$ cat src/rtl/imem_ctrl_pkg.sv
// Shared definitions for the instruction-memory boot/fetch arbiter.
package imem_ctrl_pkg;
   localparam int IMEM_ADDR_W = 10;
   localparam int WORD_LANES  = 4;
   localparam int LANE_W      = $clog2(WORD_LANES);

   typedef enum logic [1:0] {
      ST_FILL  = 2'd0,
      ST_WRITE = 2'd1,
      ST_RUN   = 2'd2
   } boot_state_t;
endpackage

$ cat src/rtl/imem_word_packer.sv
// Assembles loader bytes into little-endian words; partial words are zero-padded
// because the lanes are cleared after every write.
module imem_word_packer
   import imem_ctrl_pkg::*;
(
   input  logic        clk,
   input  logic        rst,
   input  logic        clr,
   input  logic        accept,
   input  logic [7:0]  byte_in,
   input  logic        last_in,
   output logic        word_ready,
   output logic [31:0] word,
   output logic        word_last
);
   logic [LANE_W-1:0] lane;

   assign word_ready = accept && ((lane == LANE_W'(WORD_LANES - 1)) || last_in);

   always_ff @(posedge clk) begin
      if (!rst) begin
         lane      <= '0;
         word      <= '0;
         word_last <= 1'b0;
      end else if (clr) begin
         lane      <= '0;
         word      <= '0;
         word_last <= 1'b0;
      end else if (accept) begin
         word[{lane, 3'b000} +: 8] <= byte_in;
         lane                      <= lane + LANE_W'(1);
         word_last                 <= last_in;
      end
   end
endmodule

$ cat src/rtl/imem_boot_arbiter.sv
// Single-port instruction memory owner: boot loader fills it, fetch reads it afterwards.
//   state    | meaning
//   ST_FILL  | collecting loader bytes into the packer
//   ST_WRITE | one-cycle write of the packed word at the write pointer
//   ST_RUN   | fetch owns the memory port; reboot returns to ST_FILL
module imem_boot_arbiter
   import imem_ctrl_pkg::*;
#(
   parameter int ADDR_W  = IMEM_ADDR_W,
   parameter bit BOOT_EN = 1'b1
) (
   input  logic              clk,
   input  logic              rst,
   input  logic              ld_valid,
   output logic              ld_ready,
   input  logic [7:0]        ld_byte,
   input  logic              ld_last,
   input  logic              reboot,
   input  logic              if_req,
   input  logic [31:0]       if_addr,
   output logic              if_gnt,
   output logic              if_rvalid,
   output logic [31:0]       if_rdata,
   output logic              if_err,
   output logic [ADDR_W-1:0] mem_addr,
   output logic              mem_we,
   output logic [31:0]       mem_wdata,
   input  logic [31:0]       mem_rdata,
   output logic              boot_done,
   output logic              ld_overflow,
   output logic [ADDR_W:0]   ld_words
);
   localparam boot_state_t RESET_STATE = BOOT_EN ? ST_FILL : ST_RUN;

   boot_state_t       state, state_nxt;
   logic [ADDR_W-1:0] wptr;
   logic              accept, word_ready, word_last, pack_clr, fetch_err;
   logic [31:0]       pack_word;

   assign accept    = ld_valid && ld_ready;
   assign boot_done = (state == ST_RUN);
   assign fetch_err = (if_addr[1:0] != 2'b00) || ((if_addr >> (ADDR_W + 2)) != 32'd0);

   imem_word_packer u_packer (
      .clk        (clk),
      .rst        (rst),
      .clr        (pack_clr),
      .accept     (accept),
      .byte_in    (ld_byte),
      .last_in    (ld_last),
      .word_ready (word_ready),
      .word       (pack_word),
      .word_last  (word_last)
   );

   // Handshake outputs are gated by reset so nothing is accepted or written while it is held.
   always_comb begin
      state_nxt = state;
      ld_ready  = 1'b0;
      if_gnt    = 1'b0;
      mem_we    = 1'b0;
      mem_addr  = wptr;
      mem_wdata = pack_word;
      pack_clr  = 1'b0;
      case (state)
         ST_FILL: begin
            ld_ready = rst;
            if (accept && word_ready) state_nxt = ST_WRITE;
         end
         ST_WRITE: begin
            mem_we    = rst;
            pack_clr  = 1'b1;
            state_nxt = word_last ? ST_RUN : ST_FILL;
         end
         ST_RUN: begin
            mem_addr = if_addr[ADDR_W+1:2];
            if_gnt   = rst && if_req && !reboot;
            if (reboot) state_nxt = ST_FILL;
         end
         default: state_nxt = RESET_STATE;
      endcase
   end

   always_ff @(posedge clk) begin
      if (!rst) begin
         state       <= RESET_STATE;
         wptr        <= '0;
         ld_words    <= '0;
         ld_overflow <= 1'b0;
         if_rvalid   <= 1'b0;
         if_rdata    <= '0;
         if_err      <= 1'b0;
      end else begin
         state     <= state_nxt;
         if_rvalid <= if_gnt;
         if_err    <= if_gnt && fetch_err;
         if_rdata  <= (if_gnt && !fetch_err) ? mem_rdata : 32'd0;
         if (state == ST_WRITE) begin
            wptr     <= wptr + ADDR_W'(1);
            ld_words <= ld_words + (ADDR_W + 1)'(1);
            if (&wptr) ld_overflow <= 1'b1;
         end else if (state == ST_RUN && reboot) begin
            wptr        <= '0;
            ld_words    <= '0;
            ld_overflow <= 1'b0;
         end
      end
   end
endmodule

$ cat config.mk
export PLATFORM = sky130hd
export DESIGN_NAME = imem_boot_arbiter
export DESIGN_NICKNAME = d
export VERILOG_FILES = /design/src/rtl/imem_ctrl_pkg.sv /design/src/rtl/imem_word_packer.sv /design/src/rtl/imem_boot_arbiter.sv
export SDC_FILE = /design/constraint.sdc
export NUM_CORES = 1
export LEC_CHECK = 0
export CORE_MARGIN = 5
export CORE_UTILIZATION = 42
export CTS_CLUSTER_DIAMETER = 200
export DETAILED_ROUTE_END_ITERATION = 12
export PLACE_DENSITY_LB_ADDON = 0.15
export SLEW_MARGIN = 20
export SYNTH_ARGS = -nofsm -noshare
export SYNTH_HDL_FRONTEND = slang
export SYNTH_SLANG_ARGS = --single-unit
$ cat constraint.sdc
create_clock -name clk -period 1.93 [get_ports clk]
set_input_delay 0.193 -clock clk [delete_from_list [all_inputs] [get_ports clk]]
set_output_delay 0.193 -clock clk [all_outputs]
set_load 0.05 [all_outputs]
# Word-level counts from Yosys, hierarchy flattened
# Cells that the tools add are included.
# W data, S select, Z words.
dict set report totals {
  ff_bits 93
  latch_bits 0
  ram_bits 0
  romBits 0
  input_bits 78
  out_inout_bits 92
  wordCells 61
  mem_count 0
}
dict set report classes {
  addsub 4
  mul 0
  div 0
  n_lt_le_gt_ge 0
  n_eq_ne 6
  shifts 2
  mux 17
  bitwise_logic 1
  n_reduce_logical 21
}
# op count
set ops {}
lappend ops {{$bwmux W32} 1}
lappend ops {{$reduce_bool A32 Y1} 1}
lappend ops {{$shift A8 B7 Y32 const A} 1}
lappend ops {{$shiftx A8 B7 Y32} 1}
lappend ops {{$mux W10} 3}
lappend ops {{$mux W11} 2}
lappend ops {{$add A11 B1 Y11 const B} 1}
lappend ops {{$add A10 B1 Y10 const B} 1}
lappend ops {{$reduce_and A10 Y1} 1}
lappend ops {{$logic_and A1 B1 Y1} 8}
lappend ops {{$mux W1} 7}
lappend ops {{$neg A5 Y7} 1}
lappend ops {{$mux W2} 3}
lappend ops {{$pmux W2 S3} 1}
lappend ops {{$reduce_and A2 Y1} 3}
lappend ops {{$eq A2 B2 Y1 const B} 2}
lappend ops {{$ne A2 B2 Y1 const B} 2}
lappend ops {{$reduce_bool A2 Y1} 2}
lappend ops {{$add A2 B1 Y2 const B} 1}
lappend ops {{$eq A2 B1 Y1 const B} 1}
lappend ops {{$logic_not A1 Y1} 2}
lappend ops {{$logic_not A2 Y1} 1}
lappend ops {{$logic_or A1 B1 Y1} 2}
lappend ops {{$ne A2 B1 Y1 const B} 1}
lappend ops {{other kinds (2)} 2}

# Depth between registers and ports, before layout
dict set report depth {
  ltp_word 7
  mapped_depth 6
  depth_no_buf 5
}

# Cells and area by module
# From an unflattened synthesis, not the netlist that was laid out.
dict set report unflattened {
  hier_cells 416
  hier_area_um2 4003.8
}
# module n_inst cells_each area_per_inst_um2 seq_area_each_um2
set by_module_without_submodules {}
lappend by_module_without_submodules {imem_boot_arbiter 1 271 2596.2 1161.1}
lappend by_module_without_submodules {imem_word_packer 1 145 1407.6 700.7}

# Least setup slack after synthesis
# Ideal clock, no wire load.
dict set report synth_path {
  path_kind {register to output}
  startpoint {reg state[1]}
  endpoint {out mem_addr[3]}
  arrival_time_ps 2081
  required_time_ps 1737
  slack_ps -344
  path_stages_with_launch 6
  n_path_buf 3
  path_cell_list {dfxtp_1 > buf_4 > nor2b_1 > buf_4 > buf_2 > o21ai_0}
}
dict set report synth_between {
  elab_chain_cells 2
}
# item line_no
set synth_rtl {}
lappend synth_rtl {{start, declared} imem_boot_arbiter.sv:35} ;# boot_state_t state, state_nxt;
lappend synth_rtl {{start signal, assigned} imem_boot_arbiter.sv:94} ;# state <= state_nxt;
lappend synth_rtl {{$eq A2 B2 Y1} -}
lappend synth_rtl {{net boot_done} imem_boot_arbiter.sv:29} ;# output logic boot_done,
lappend synth_rtl {{$mux W10} imem_boot_arbiter.sv:65} ;# case (state)
lappend synth_rtl {{end, declared} imem_boot_arbiter.sv:25} ;# output logic [ADDR_W-1:0] mem_addr,
# The timed path passes the listed nets, and every way through them passes these cells.

# Worst setup path after layout
dict set report layout_path {
  startpoint {reg ld_words[2]}
  endpoint {out ld_words[2]}
}
# item line_no
set layout_lines {}
lappend layout_lines {{start, declared} imem_boot_arbiter.sv:31} ;# output logic [ADDR_W:0] ld_words
lappend layout_lines {{start signal, assigned} imem_boot_arbiter.sv:100} ;# ld_words <= ld_words + (ADDR_W + 1)'(1);
# No word-level cell between the ends.

==> flow_summary.json <==
{
  "yosysMostFrequentCell": "dfxtp_1",
  "yosysUniqueCellTypes": 47,
  "clock_skew_ns": 0.0144,
  "hold_depth": 3,
  "crit_path_max_fanout": 7,
  "first_iter_violations": 124,
  "tightest_slew_ns": 0.549,
  "wl_um": 10700,
  "syn_nets": 464,
  "clock_sinks": 93,
  "cp_top_family": "buffers and inverters",
  "vdd_drop_max_v": 0.000430,
  "antenna_found_initial": 0,
  "start_util": 0.434,
  "slew_headroom": 0.633,
  "fin_crit_sh": 0.949,
  "grt_pass1_vias": 3522,
  "syn_inst": 379,
  "ys_top_cells_by_count": "dfxtp_1, inv_1, nor4_1",
  "tritoncts": "done",
  "cts_htree_levels": 3,
  "diodes": 0,
  "synth_top_area_cell": "dfxtp_1",
  "design.die.area_mm2": 0.0110,
  "io_buffer_count": 169,
  "gp_congestion": 0.763,
  "synth_edf_count": 0,
  "fin_nets": 638,
  "synth_area_per_cell_um2": 10.0,
  "ys_seq_area_frac": 0.490,
  "rows": 34,
  "ys.flop_type": "dfxtp_1",
  "fin_cells": 666,
  "critPathBufInv": 1,
  "drc": 0,
  "post-cts-setup-buffers": 0,
  "critPathSlowestCell": "clkdlybuf4s50_1",
  "dr.pass1.iters": 4,
  "tns_ns": 0,
  "arrival_ns": 1.64,
  "required_ns": 1.74,
  "cp-end-kind": "output port",
  "powerDensity_mw_per_mm2": 629,
  "syn_area_mm2": 0.00380,
  "die_w_um": 105,
  "ys_async_sr_fraction": 0,
  "outcome": "completed",
  "synth.top_cells.by_area": "dfxtp_1, nor4_1, a22o_1, inv_1, a21oi_1",
  "drive_gt1_frac": 0.125,
  "path_cells": "clkdlybuf4s50_1",
  "wire_per_inst_um": 16.0,
  "synth_warnings": 0,
  "ys_ff_latch": 93,
  "core_region_area_mm2": 0.00876,
  "cpPeakStageDelay_ns": 0.85,
  "cts_root_buf": "clkbuf_8",
  "insertion_delay_ns": 0.36,
  "hold_violations": 0,
  "worstSetupPathType": "reg2out",
  "detail-route-antenna-nets": 0,
  "holdCritPathClass": "in2reg",
  "grt_pass1_wl_um": 17000,
  "p_leak_nw": 2.27,
  "cp_num_cells": 1,
  "synth_top_area_share": 0.490,
  "ios": 170,
  "viasPerCell": 5.38,
  "grt_use_total": 0.186,
  "setup_viol": 0,
  "fmax_ghz": 0.546,
  "dpl.cell_count": 650,
  "final.min_clock_period_ns": 1.83,
  "syn2layout_area_growth_pct": 55.2,
  "reg2reg_depth": 5,
  "cts_buffers": 9,
  "hpwlAfterDp_um": 8210,
  "clock_path_buffers": 2,
  "maxCapViolations": 0,
  "startpoint_type": "flop",
  "drv_slew": 0,
  "grt_max_degree": 34,
  "vias": 3586,
  "die_h_um": 105,
  "rsz0062_at_grt": "no",
  "clk_pin_slew_ns": 0.10,
  "globalRoute.totalOverflow": 0
}
[metrics by stage]
stage	power (W)	utilization	area (um^2)	hold slack [ns]	setup WS [ns]
after detailed placement	0.00239	0.647	5670	0.460	0.135
after global placement	0.00238	0.647	5670	0.450	0.182
after floorplan	0.00216	-	3800	0.312	-0.344
final	0.00371	0.673	5900	0.352	0.0980
after global routing	0.00386	0.673	5900	0.331	0.000873
after CTS	0.00376	0.672	5890	0.330	0.00295
[logic make-up (layout without fill, tap and decap cells)]
family	count (synthesis)	after routing	synth area share
and+or+nand+nor	125	125	0.209
DFF	93	93	0.490
adders and majority gates	7	7	0.0230
buffers and inverters	66	245	0.0810
AOI/OAI and AO/OA	76	76	0.163
muxes	12	12	0.0342
[report_power, final]
group          switching (W)  total, W  internal (W)  leakage (nW)
clock network       0.000736   0.00137      0.000631         0.108
logic               0.000185  0.000401      0.000217          1.41
registers          0.0000115   0.00194       0.00193         0.750
[registers in the layout (all words and copies together) (netlist names)]
register,cells
ld_words,11
u_packer.lane,2
wptr,10
if_rdata,32
u_packer.word,32
u_packer.word_last,1
ld_overflow,1
if_err,1
if_rvalid,1
state,2
[placed cells by master, fill, tap and decap left out, drive strengths merged, types with 2 or more instances in the layout]
master and instances:
clkdlybuf4s50 153, dfxtp 93, inv 45, nor4 40
buf 33, a22o 24, nand2 19, a21oi 19
nand3 16, o211ai 9, clkbuf 9, mux2 8
nand4 8, nor2 7, or3 7, a32o 7
ha 7, nand2b 6, or4 6, a211oi 5
mux2i 4, o21ai 3, nand3b 3, o311ai 3
nand4bb 2, and3 2, a31oi 2, clkinv 2
dlymetal6s2s 2, nand4b 2
[routing by layer]
layer / part of all wire / up-vias / global-route usage / routed length (um)
li1: - / 1739 / - / -
met1: 0.39 / 1697 / 0.209 / 4170
met2: 0.50 / 135 / 0.318 / 5290
met4: 0.016 / 0 / 0.0621 / 167
met3: 0.098 / 15 / 0.0789 / 1040
met5: 0 / - / 0 / 0
[path summary, 6_finish.rpt]
check	from	endpoint	slack, ns
setup / recovery	ld_words[2]	ld_words[2]	0.1
hold / removal	mem_rdata[17]	if_rdata[17]	0.35
setup reg to reg	u_packer.lane[1]	u_packer.word[7]	0.17
hold reg to reg	u_packer.word_last	u_packer.word_last	0.46
[final cells by class]
class	instances	area, um^2
Clock buffer	9	124
Clock inverter	7	87.6
Fill cell	714	2870
Inverter	41	154
Multi-Input combinational cell	220	1640
Sequential cell	93	1860
Tap cell	108	135
Timing Repair Buffer	188	1900
[what timing repair did]
| item | 4_1_cts | 5_1_grt |
|---|---|---|
| gates resized for setup | 2 | 3 |
| setup endpoints to repair | 8 | 9 |
| hold buffers | 0 | 0 |
| hold endpoints to repair | 0 | 0 |
No activity file was read; power rests on OpenSTA's default activity.
